File: src/rtl/muldiv_sequencer_if.sv
// Handshake and result bus between the control unit (master) and the MULT/DIV sequencer (slave).
interface muldiv_sequencer_if #(
    parameter int unsigned WIDTH = 32
);
    logic             start;
    logic             op;
    logic [WIDTH-1:0] a;
    logic [WIDTH-1:0] b;
    logic             busy;
    logic             done;
    logic             div_zero;
    logic [WIDTH-1:0] hi;
    logic [WIDTH-1:0] lo;

    modport master (
        output start, op, a, b,
        input  busy, done, div_zero, hi, lo
    );

    modport slave (
        input  start, op, a, b,
        output busy, done, div_zero, hi, lo
    );
endinterface

File: src/rtl/muldiv_sequencer.sv
// Multicycle MIPS MULT/DIV unit: signed shift-add multiplier and restoring divider that
// iterate WIDTH times on operand magnitudes, then sign-fix the result into HI/LO.
module muldiv_sequencer #(
    parameter int unsigned WIDTH = 32,
    parameter int unsigned CNT_W = 6
) (
    input logic               clock,
    input logic               reset,
    muldiv_sequencer_if.slave bus
);

    localparam int unsigned      AccW     = 2 * WIDTH;
    localparam logic [CNT_W-1:0] LastIter = CNT_W'(WIDTH - 1);

    typedef enum logic [2:0] {
        StIdle,
        StLoad,
        StMultRun,
        StDivRun,
        StFix,
        StDone
    } state_e;

    state_e state_q, state_d;

    logic             op_q, op_d;
    logic [WIDTH-1:0] a_q, a_d;
    logic [WIDTH-1:0] b_q, b_d;
    logic [WIDTH-1:0] opd_q, opd_d;
    logic [AccW-1:0]  acc_q, acc_d;
    logic [CNT_W-1:0] cnt_q, cnt_d;
    logic             neg_q, neg_d;
    logic             a_neg_q, a_neg_d;
    logic             dz_q, dz_d;
    logic [WIDTH-1:0] hi_q, hi_d;
    logic [WIDTH-1:0] lo_q, lo_d;

    logic [WIDTH-1:0] mag_a, mag_b;
    logic             b_zero;
    logic             last_iter;
    logic [WIDTH:0]   mult_sum;
    logic [WIDTH:0]   rem_sh;
    logic             rem_ge;
    logic [WIDTH-1:0] div_trial;
    logic [AccW-1:0]  prod_fix;
    logic [WIDTH-1:0] quo_fix, rem_fix;

    // Negating the most negative value wraps to itself, which is the correct magnitude unsigned.
    assign mag_a     = a_q[WIDTH-1] ? (~a_q + WIDTH'(1)) : a_q;
    assign mag_b     = b_q[WIDTH-1] ? (~b_q + WIDTH'(1)) : b_q;
    assign b_zero    = (b_q == '0);
    assign last_iter = (cnt_q == LastIter);

    // Multiply: acc = {partial product, remaining multiplier bits}.
    assign mult_sum  = {1'b0, acc_q[AccW-1:WIDTH]} + (acc_q[0] ? {1'b0, opd_q} : '0);

    // Divide: acc = {remainder, quotient}; rem_sh is the remainder after the left shift.
    assign rem_sh    = acc_q[AccW-1:WIDTH-1];
    assign rem_ge    = (rem_sh >= {1'b0, opd_q});
    assign div_trial = rem_sh[WIDTH-1:0] - opd_q;

    assign prod_fix  = neg_q   ? (~acc_q + AccW'(1)) : acc_q;
    assign quo_fix   = neg_q   ? (~acc_q[WIDTH-1:0] + WIDTH'(1)) : acc_q[WIDTH-1:0];
    assign rem_fix   = a_neg_q ? (~acc_q[AccW-1:WIDTH] + WIDTH'(1)) : acc_q[AccW-1:WIDTH];

    always_ff @(posedge clock or posedge reset) begin
        if (reset) begin
            state_q <= StIdle;
        end else begin
            state_q <= state_d;
        end
    end

    always_comb begin
        state_d = state_q;
        case (state_q)
            StIdle: begin
                if (bus.start) begin
                    state_d = StLoad;
                end
            end
            StLoad: begin
                if (op_q && b_zero) begin
                    state_d = StDone;
                end else if (op_q) begin
                    state_d = StDivRun;
                end else begin
                    state_d = StMultRun;
                end
            end
            StMultRun, StDivRun: begin
                if (last_iter) begin
                    state_d = StFix;
                end
            end
            StFix:   state_d = StDone;
            StDone:  state_d = StIdle;
            default: state_d = StIdle;
        endcase
    end

    always_comb begin
        bus.busy = (state_q != StIdle);
        bus.done = (state_q == StDone);
    end

    assign bus.div_zero = dz_q;
    assign bus.hi       = hi_q;
    assign bus.lo       = lo_q;

    always_comb begin
        op_d    = op_q;
        a_d     = a_q;
        b_d     = b_q;
        opd_d   = opd_q;
        acc_d   = acc_q;
        cnt_d   = cnt_q;
        neg_d   = neg_q;
        a_neg_d = a_neg_q;
        dz_d    = dz_q;
        hi_d    = hi_q;
        lo_d    = lo_q;
        case (state_q)
            StIdle: begin
                if (bus.start) begin
                    op_d = bus.op;
                    a_d  = bus.a;
                    b_d  = bus.b;
                    dz_d = 1'b0;
                end
            end
            StLoad: begin
                neg_d   = a_q[WIDTH-1] ^ b_q[WIDTH-1];
                a_neg_d = a_q[WIDTH-1];
                cnt_d   = '0;
                if (op_q) begin
                    acc_d = {{WIDTH{1'b0}}, mag_a};
                    opd_d = mag_b;
                    dz_d  = b_zero;
                end else begin
                    acc_d = {{WIDTH{1'b0}}, mag_b};
                    opd_d = mag_a;
                end
            end
            StMultRun: begin
                acc_d = {mult_sum, acc_q[WIDTH-1:1]};
                cnt_d = cnt_q + CNT_W'(1);
            end
            StDivRun: begin
                if (rem_ge) begin
                    acc_d = {div_trial, acc_q[WIDTH-2:0], 1'b1};
                end else begin
                    acc_d = {acc_q[AccW-2:0], 1'b0};
                end
                cnt_d = cnt_q + CNT_W'(1);
            end
            StFix: begin
                if (op_q) begin
                    hi_d = rem_fix;
                    lo_d = quo_fix;
                end else begin
                    hi_d = prod_fix[AccW-1:WIDTH];
                    lo_d = prod_fix[WIDTH-1:0];
                end
            end
            default: ;
        endcase
    end

    always_ff @(posedge clock or posedge reset) begin
        if (reset) begin
            op_q    <= 1'b0;
            a_q     <= '0;
            b_q     <= '0;
            opd_q   <= '0;
            acc_q   <= '0;
            cnt_q   <= '0;
            neg_q   <= 1'b0;
            a_neg_q <= 1'b0;
            dz_q    <= 1'b0;
            hi_q    <= '0;
            lo_q    <= '0;
        end else begin
            op_q    <= op_d;
            a_q     <= a_d;
            b_q     <= b_d;
            opd_q   <= opd_d;
            acc_q   <= acc_d;
            cnt_q   <= cnt_d;
            neg_q   <= neg_d;
            a_neg_q <= a_neg_d;
            dz_q    <= dz_d;
            hi_q    <= hi_d;
            lo_q    <= lo_d;
        end
    end

endmodule
File: src/flat_wrapper.sv
// flat-port wrapper written by rule: the top's interface ports become plain ports
module muldiv_sequencer_flat 
#(
    parameter int unsigned WIDTH = 32,
    parameter int unsigned CNT_W = 6
)
  (clock, reset, bus_start, bus_op, bus_a, bus_b, bus_busy, bus_done, bus_div_zero, bus_hi, bus_lo);
  muldiv_sequencer_if #(.WIDTH(WIDTH)) bus_i ();
  input logic clock;
  input logic reset;
  input wire logic [$bits(bus_i.start)-1:0] bus_start;
  input wire logic [$bits(bus_i.op)-1:0] bus_op;
  input wire logic [$bits(bus_i.a)-1:0] bus_a;
  input wire logic [$bits(bus_i.b)-1:0] bus_b;
  output wire logic [$bits(bus_i.busy)-1:0] bus_busy;
  output wire logic [$bits(bus_i.done)-1:0] bus_done;
  output wire logic [$bits(bus_i.div_zero)-1:0] bus_div_zero;
  output wire logic [$bits(bus_i.hi)-1:0] bus_hi;
  output wire logic [$bits(bus_i.lo)-1:0] bus_lo;
  assign bus_i.start = bus_start;
  assign bus_i.op = bus_op;
  assign bus_i.a = bus_a;
  assign bus_i.b = bus_b;
  assign bus_busy = bus_i.busy;
  assign bus_done = bus_i.done;
  assign bus_div_zero = bus_i.div_zero;
  assign bus_hi = bus_i.hi;
  assign bus_lo = bus_i.lo;
  muldiv_sequencer #(.WIDTH(WIDTH), .CNT_W(CNT_W)) u_core (.clock(clock), .reset(reset), .bus(bus_i));
endmodule
File: config.mk
export PLATFORM = sky130hd
export DESIGN_NAME = muldiv_sequencer_flat
export DESIGN_NICKNAME = d
export VERILOG_FILES = /design/src/rtl/muldiv_sequencer_if.sv /design/src/rtl/muldiv_sequencer.sv /design/src/flat_wrapper.sv
export SDC_FILE = /design/constraint.sdc
export NUM_CORES = 1
export LEC_CHECK = 0
export BUFFER_PORTS_ARGS = -buffer_cell sky130_fd_sc_hd__clkbuf_2
export CAP_MARGIN = 10
export CORE_MARGIN = 8
export CORE_UTILIZATION = 62
export DETAILED_ROUTE_END_ITERATION = 6
export GPL_TIMING_DRIVEN = 0
export PLACE_DENSITY = 0.82
export SYNTH_ARGS = -nofsm -noshare
export SYNTH_HDL_FRONTEND = slang
export SYNTH_SLANG_ARGS = --single-unit
File: constraint.sdc
create_clock -name clock -period 9.12 [get_ports clock]
set_input_delay 1.824 -clock clock [delete_from_list [all_inputs] [get_ports clock]]
set_output_delay 1.824 -clock clock [all_outputs]
set_load 0.02 [all_outputs]
---- Word-level counts from Yosys, hierarchy flattened ----
Cells that the tools add are included.
Widths: inputs -> output; s select.
storage, ports and cells
  bits in registers ....................... 237
  logic and storage cells ................. 68
cells by class
  reductions and logical operators ........ 11
  eq/ne operators ......................... 9
  order comparisons ....................... 1
  bitwise gates (word level) .............. 6
  mux-type cells .......................... 21
  add/sub/neg operators ................... 8
operator list
  operator               number
  $mux 32                9
  $pmux 64 s3            1
  $add 32x1->32 const B  4
  $mux 64                2
  $not 32->32            4
  $add 64x1->64 const B  1
  $not 64->64            1
  $add 32x33->33         1
  $ge 33x32->1           1
  $logic_not 32->1       1
  $sub 32x32->32         1
  $pmux 3 s4             1
  $pmux 6 s2             1
  $mux 3                 3
  $add 6x1->6 const B    1
  $eq 3x2->1 const B     2
  $eq 3x3->1 const B     2
  $eq 6x5->1 const B     1
  $reduce_bool 3->1      2
  $ne 2x1->1 const B     2
  $reduce_and 2->1       2
  $reduce_bool 2->1      2
  $eq 3x1->1 const B     1
  $logic_not 3->1        1
  other kinds (7)        9

---- Longest topological paths before layout ----
Gate-level depths: netlist (run 1).
  word-level depth ........................ 5
  mapped depth ............................ 15

---- Least setup slack after synthesis (run 1) ----
OpenSTA, ideal clock, no wires.
  kind .................................... register to output
  from .................................... reg u_core.state_q[0]
  to ...................................... out bus_done
  required time ........................... 7296 ps
  path buffers ............................ 2
  arrival ................................. 1518 ps
  cell stages (with the launch flop) ...... 5
  setup slack ............................. 5778 ps
  path through ............................ dfrtp_1 clkbuf_1 clkinv_1 clkbuf_1 nor3_1
between the ends
  cells in the longest elaborated chain, start to end .. 1
RTL lines
  item                      RTL line                 RTL
  start: declaration        muldiv_sequencer.sv:24   state_e state_q, state_d;
  start signal: assignment  muldiv_sequencer.sv:68   state_q <= StIdle;
  start signal: assignment  muldiv_sequencer.sv:70   state_q <= state_d;
  $eq 3x3->1                muldiv_sequencer.sv:104  bus.done = (state_q == StDone);
  end: declaration          flat_wrapper.sv:16       output wire logic [$bits(bus_i.done)-1:0] bus_done;
No other way between the ends.

---- Worst setup path after layout (run 1) ----
  from .................................... reg u_core.state_q[1]
  to ...................................... out bus_done
Same word-level chain as after synthesis.

==> impl_results.md, run 1 <==
- Worst r2r dst: u_core.acc_q[62]
- R2r setup slk: 4.38 ns
- CP Max Fanout: 10
- Register area share after synthesis: 0.358
- Maximum vdd drop: 0.000245 V
- Combinational fraction of design power: 0.618
- Largest net degree at the start of global routing: 121
- Port Buffer Count: 134
- TritonCTS clock tree: yes
- Max-cap violations: 0
- Crit path cell chain: clkbuf_1 -> clkbuf_1 -> buf_1 -> nor3_1 -> clkbuf_2
- Part of the power in registers: 0.246
- Min-delay src: u_core.bus.lo[24]
- FFs w/ async S/R, synth: 1.00
- Relative slew slack: 0.250
- Row cnt: 60
- Worst Hold Depth: 2
- Post-Route WL: 54800 um
- Via density per instance: around 6.6
- Worst Path Required: 7.30 ns
- Commonest non-fill, non-tap cell in the layout: dfrtp_1
- Initial antenna violation count: 0
- Final worst-path cycle share: 0.521
- Global-route wire length before repair: 85400 um
- Postcts setup bufs: 0
- Synthesized flop and latch total: around 240
- H-tree depth: 1
- Synth Area in Adders: 0.0545
- Router iterations before antenna repair: 7
- Placed wire-length estimate: roughly 42000 um
- Cell count after synthesis: a little under 2000
- Cts bufs inserted: 26
- Vias in the first global route: 15400
- Final Hold Violating Endpoints: 0
- Post-synthesis xor/xnor area fraction: 0.0919
- Hold Crit Endpoint: u_core.bus.lo[24]
- Drt wl/cell: approximately 22 um
- CTS Buffer Depth: 3
- Multi-input gate area: 9930 sq um
- Library cells used by synthesis: 80
- GRT Util Overall: 0.326
- Sequential cell area: approximately 5900 sq um
- Nets: 2229
- PnR worst setup slack: roughly 4.4 ns
- Post-Synth Simple-Gate Area: 0.159
- Initial Utilization: 0.624
- Psw: 4320 uW
- Internal power: 4130 uW
- Iteration-0 DRC Markers: 1965
- CP max stage cell: clkbuf_1
- Outcome: finished with violations
- Worst setup SP type: flip-flop
- Clock-pin transition on the worst setup and hold timing paths: 0.07 ns
- Avg Cell Area, Syn: around 8.6 sq um
- Io pins: 135
- Cell taking the most area after synthesis: dfrtp_1
- Sw frac: 0.512
- Post-synth EDFFs: 0
- RSZ-0062 raised after global routing: false
- Syn. warnings: 0
- Crit. End Element: output pin
- Core ar.: 26600 sq um
- Dpl ws: 4.66 ns
- Clk_skew: 0.0432 ns
- Filler cell count: 2153
- Most frequent cells in the layout: 237 x dfrtp_1, 233 x nand2_1, 214 x o21ai_0
- Fmax: 210 MHz
- GP Congestion: 0.973
- Crit Path Category: flip-flop to output pin
- Clk sink count: 237
- RR Startpoint: u_core.acc_q[0]
- Crit path top cell by count: clkbuf_1
- Fin crit period: 4.75 ns
- Worst path arrival time: between 2 and 3 ns
- Synth top area cells: dfrtp_1 36%, o21ai_0 6.5%, nand2_1 5.3%
- DP Cell Count: 2403
- Synth top area share: 0.358
- Hold Path Class: flip-flop to flip-flop
- R2r worst-path depth: 14
- Slew Viols, Final: 0
- Setup TNS: 0 ns
- Hold buffers post-CTS: 0
- Clock share of power: 0.136
- Leading register cell type out of synthesis: dfrtp_1
- Largest family of logic cells by synthesized area: compound AO/OA/AOI/OAI gates
- Slew @ Worst Pin: 1.12 ns
- Die Ht: around 180 um
- Root Buffer: clkbuf_16
- Number of remaining DRC errors: 1
- Violations in the final reports: design-rule violations
- Die width: 180 um
- Die area: 32200 sq um
- Post-CTS sizing: 0
- Area grow syn2layout: 12.5%
- Final setup fails: 0
- Via count: ~16000
- Layout cell share with drive strength beyond 1: 0.141
- Synth Area in Compound Gates: 0.236
- Syn nets: between 2000 and 2500
- GRT overflow: 0
- Power Density: 453 nW/um^2
- Max stage delay on crit path: 0.65 ns
- Post-route antenna net violation count: 0
- P_leak: approximately 0.0082 uW
- Cell Count, Final, Fillers Out: 2452
- Clk Latency, worst-skew pair: ~0.56 ns
- Mux share of post-synthesis cell area: 0.0572
- Post-Syn Area: about 17000 sq um
[sequential cells by signal (all words and copies together) (netlist names), 3 cells and up]
name,flops
u_core.bus.lo,32
u_core.cnt_q,6
u_core.opd_q,32
u_core.acc_q,64
u_core.a_q,32
u_core.state_q,3
u_core.b_q,32
u_core.bus.hi,32
[worst max-delay path by stage]
stage | from | end
after floorplan | reset | u_core.a_neg_q
after global placement | reset | u_core.bus.lo[10]
after detailed placement | u_core.acc_q[0] | u_core.acc_q[62]
after CTS | u_core.state_q[1] | bus_done
after global routing | u_core.acc_q[0] | u_core.acc_q[62]
final | u_core.state_q[1] | bus_done
[stage by stage]
| stage | util | hold WS (ns) | total power, uW | cell area (sq um) |
|---|---|---|---|---|
| final | 0.702 | 0.476 | 8450 | 18700 |
| after global routing | 0.702 | 0.497 | 8930 | 18700 |
| after CTS | 0.702 | 0.483 | 8290 | 18700 |
| after detailed placement | 0.667 | 0.469 | 7110 | 17700 |
| after global placement | 0.665 | 0.461 | 6990 | 17700 |
| after floorplan | - | 0.443 | 5550 | 16600 |
[layout make-up]
class                      count  share of cell area
multi-input combinational   1501               0.532
clock buffer                  31              0.0375
sequential                   237               0.318
antenna                        1            0.000134
buffer                       122              0.0252
timing repair buffer         135              0.0374
inverter                      67              0.0139
clock inverter                17              0.0127
tap                          341              0.0229
[cells in the mapped netlist (10+ instances only)]
library cell	count
mux2i_1	25
o41ai_1	14
nor2b_1	16
nor3_1	33
o211ai_1	21
buf_2	10
nand4_1	12
nand2_1	233
nor2_1	124
o22a_1	15
xnor2_1	82
a21o_1	26
mux2_2	62
nand2b_1	15
a21oi_1	127
o221ai_1	24
nand3_1	20
nor4_1	10
a211oi_1	29
o31ai_1	27
a22oi_1	20
o22ai_1	27
dfrtp_1	237
xor2_1	92
clkbuf_1	103
o21ai_0	214
ha_1	69
or3_1	12
a31oi_1	11
inv_1	64
[per-layer routing]
layer / global-route usage / vias to the layer above / wire length, um
met5: 0 / - / 0
met4: 0.144 / 0 / 2690
met3: 0.0673 / 186 / 6130
met2: 0.506 / 972 / 23800
met1: 0.435 / 7641 / 22200
li1: - / 7281 / -
[power by group through the flow]
stage / clock (uW) / sequential [uW] / combinational (uW)
after detailed placement: 0 / 2060 / 5040
after CTS: 1160 / 2050 / 5080
final: 1150 / 2080 / 5220
after floorplan: 0 / 2040 / 3520
after global routing: 1190 / 2120 / 5610
after global placement: 0 / 2040 / 4950
[worst max-delay path: cells and delay by family, from the launching register on]
kind	cells	cell delay [ns]
buffers and inverters	4	1.83
and+or+nand+nor	1	0.14
DFF	1	0.39
[kinds of logic after synthesis]
kind of cell / after synthesis
adders and majority gates: 71
buffers and inverters: 189
DFF: 237
xor gates and xnor gates: 174
and+or+nand+nor: 545
muxes: 87
AOI/OAI and AO/OA: 624
(Power assumes the default switching activity.)
==> inputs of run 2 (changes only) <==
==> constraint.sdc (replaced) <==
create_clock -name clock -period 4.4 [get_ports clock]
set_input_delay 0.88 -clock clock [delete_from_list [all_inputs] [get_ports clock]]
set_output_delay 0.88 -clock clock [all_outputs]
set_load 0.02 [all_outputs]
==> impl_results.md, run 2 (same netlist as run 1, synthesis figures left out) <==
- Post-Route WL: 55200 um (was 54800 um)
- CTS Buffer Depth: 3 (unchanged)
- Area grow syn2layout: 12.9% (was 12.5%)
- Min-delay src: u_core.bus.lo[1] (was u_core.bus.lo[24])
- GRT Util Overall: 0.327 (was 0.326)
- Die Ht: 180 um (unchanged)
- Worst r2r dst: u_core.acc_q[62] (unchanged)
- Worst path arrival time: 4.70 ns (was 2.93 ns)
- Max stage delay on crit path: 0.56 ns (was 0.65 ns)
- Violations in the final reports: design-rule violations (unchanged)
- Outcome: finished with violations (unchanged)
- Slew Viols, Final: 0 (unchanged)
- DP Cell Count: 2407 (was 2403)
- Clk_skew: 0.0174 ns (was 0.0432 ns)
- Largest net degree at the start of global routing: 44 (was 121)
- Crit. End Element: flip-flop (was output pin)
- Clk sink count: 237 (unchanged)
- R2r worst-path depth: 15 (was 14)
- Vias in the first global route: 15500 (was 15400)
- Setup crit start: u_core.acc_q[0] (was u_core.state_q[1])
- Maximum vdd drop: 0.000462 V (was 0.000245 V)
- GRT overflow: 0 (unchanged)
- Max-cap violations: 0 (unchanged)
- Crit Path Category: flip-flop to flip-flop (was flip-flop to output pin)
- Via count: 16100 (about the same)
- CP max stage cell: a2111oi_0 (was clkbuf_1)
- Slew @ Worst Pin: 1.01 ns (was 1.12 ns)
- Via density per instance: 6.56 (about the same)
- P_leak: 0.00821 uW (was 0.00818 uW)
- Commonest non-fill, non-tap cell in the layout: dfrtp_1 (unchanged)
- H-tree depth: 1 (unchanged)
- End of the critical path: u_core.acc_q[62] (was bus_done)
- Drt wl/cell: 22.5 um (was 22.4 um)
- GP Congestion: 1.02 (was 0.973)
- Core ar.: 26600 sq um (unchanged)
- Io pins: 135 (unchanged)
- Crit. path cell count: 15 (was 5)
- Top reg by flops: u_core.acc_q (unchanged)
- Initial antenna violation count: 3 (was 0)
- Number of remaining DRC errors: 1 (unchanged)
- Worst Path Required: 4.80 ns (was 7.30 ns)
- Final setup fails: 0 (unchanged)
- Clock-pin transition on the worst setup and hold timing paths: 0.07 ns (about the same)
- N_diodes: 0 (was 1)
- Cell Count, Final, Fillers Out: 2457 (was 2452)
- Port Buffer Count: 134 (unchanged)
- Crit path cell chain: inv_1 -> clkbuf_2 -> nor2_1 -> ha_1 -> a2111oi_0 -> o21ai_1 -> a211oi_2 -> buf_4 -> o21ai_1 -> a31oi_1 -> o21a_1 -> o21ai_0 -> a31oi_1 -> xor2_1 -> o221ai_1 (was clkbuf_1 -> clkbuf_1 -> buf_1 -> nor3_1 -> clkbuf_2)
- RSZ-0062 raised after global routing: true (was false)
- TritonCTS clock tree: yes (unchanged)
- Layout cell share with drive strength beyond 1: 0.144 (was 0.141)
- Buf/Inv on CP: 3 (was 4)
- CP Max Fanout: 10 (unchanged)
- Router iterations before antenna repair: 7 (unchanged)
- Row cnt: 60 (unchanged)
- CP delay by family, top: compound AO/OA/AOI/OAI gates (was buffers and inverters)
- Max FFs per register: 64 (unchanged)
- Hold Path Class: flip-flop to flip-flop (unchanged)
- Die area: 32200 sq um (unchanged)
- Nets: 2235 (was 2229)
- RR Startpoint: u_core.acc_q[0] (unchanged)
- Most frequent cells in the layout: 236 x dfrtp_1, 233 x nand2_1, 212 x o21ai_0 (was 237 x dfrtp_1, 233 x nand2_1, 214 x o21ai_0)
- Die width: 180 um (unchanged)
- R2r setup slk: 0.1 ns (was 4.38 ns)
- Relative slew slack: 0.325 (was 0.250)
- Placed wire-length estimate: 42500 um (was 42000 um)
- Root Buffer: clkbuf_16 (unchanged)
- Worst setup SP type: flip-flop (unchanged)
- Clk Latency, worst-skew pair: 0.55 ns (was 0.56 ns)
- Final worst-path cycle share: 0.978
- Initial Utilization: 0.624 (unchanged)
- Layout Utilization: 0.704 (was 0.702)
- Fmax: 232 MHz
- Cts bufs inserted: 27 (was 26)
- Fin crit period: 4.30 ns
- Power Density: 934 nW/um^2 (was 453 nW/um^2)
- Post-route antenna net violation count: 0 (unchanged)
- Iteration-0 DRC Markers: 1885 (was 1965)
- Final Hold Violating Endpoints: 0 (unchanged)
- Global-route wire length before repair: 85900 um (was 85400 um)
[run 2: cell types whose count changed in the layout (fill, tap and decap cells not counted), moves of 2 or more]
cell / change
o21ai_1: +2
buf_12: +5
o21ai_0: -2
clkbuf_8: +2
bufinv_16: -2
clkbuf_2: +2
[run 2: repair_timing]
item	in CTS	in global routing
endpoints found under the setup margin	4	9
hold buffers	0	0
cloned	0	0
pin swaps	0	1
buffers inserted	0	1
resized for setup	2	6
[run 2: tightest hold or removal path, stage by stage, from the launching register on]
cell and delay [ns]:
dfrtp_1 0.34, nand2_1 0.05, o21ai_0 0.06
[run 2: cell type report]
| class | instances | area [sq um] |
|---|---|---|
| Multi-Input combinational cell | 1501 | 9940 |
| Fill cell | 2159 | 7860 |
| Sequential cell | 237 | 5930 |
| Timing Repair Buffer | 140 | 778 |
| Clock buffer | 36 | 759 |
| Buffer | 122 | 473 |
| Tap cell | 341 | 427 |
| Inverter | 67 | 255 |
| Clock inverter | 13 | 156 |
[run 2: where the power goes]
group | internal [uW] | switching [uW] | leakage (uW)
combinational | 3950 | 6890 | 0.00482
sequential | 3180 | 1140 | 0.00294
clock | 1390 | 937 | 0.000449
total | 8520 | 8970 | 0.00821
[run 2: how the worst min path moves through the flow]
stage / cells past startpoint / to
3_5_place_dp: 2 / u_core.bus.lo[3]
4_1_cts: 2 / u_core.bus.lo[3]
2_1_floorplan: 1 / u_core.cnt_q[5]
3_3_place_gp: 2 / u_core.bus.hi[21]
5_1_grt: 2 / u_core.bus.lo[7]
6_report: 2 / u_core.bus.lo[1]
[run 2: per-layer routing]
| layer | track usage | routed length, um | vias to the layer above |
|---|---|---|---|
| met5 | 0 | 13 | - |
| met4 | 0.127 | 2340 | 2 |
| met3 | 0.0802 | 6620 | 186 |
| met2 | 0.511 | 24200 | 1000 |
| met1 | 0.434 | 22100 | 7644 |
| li1 | - | - | 7285 |
[run 2: per-stage QoR]
stage	setup WS, ns	power [uW]	hold WS (ns)	area [sq um]	TNS (ns)
floorplan	0.414	11500	0.443	16600	0
global placement	-0.967	14500	0.462	17700	-223.25
detailed placement	-0.304	14700	0.469	17800	-0.389
CTS	0.00323	17100	0.483	18700	0
global route	-0.0195	18500	0.503	18700	-0.0195
finish	0.0952	17500	0.475	18700	0
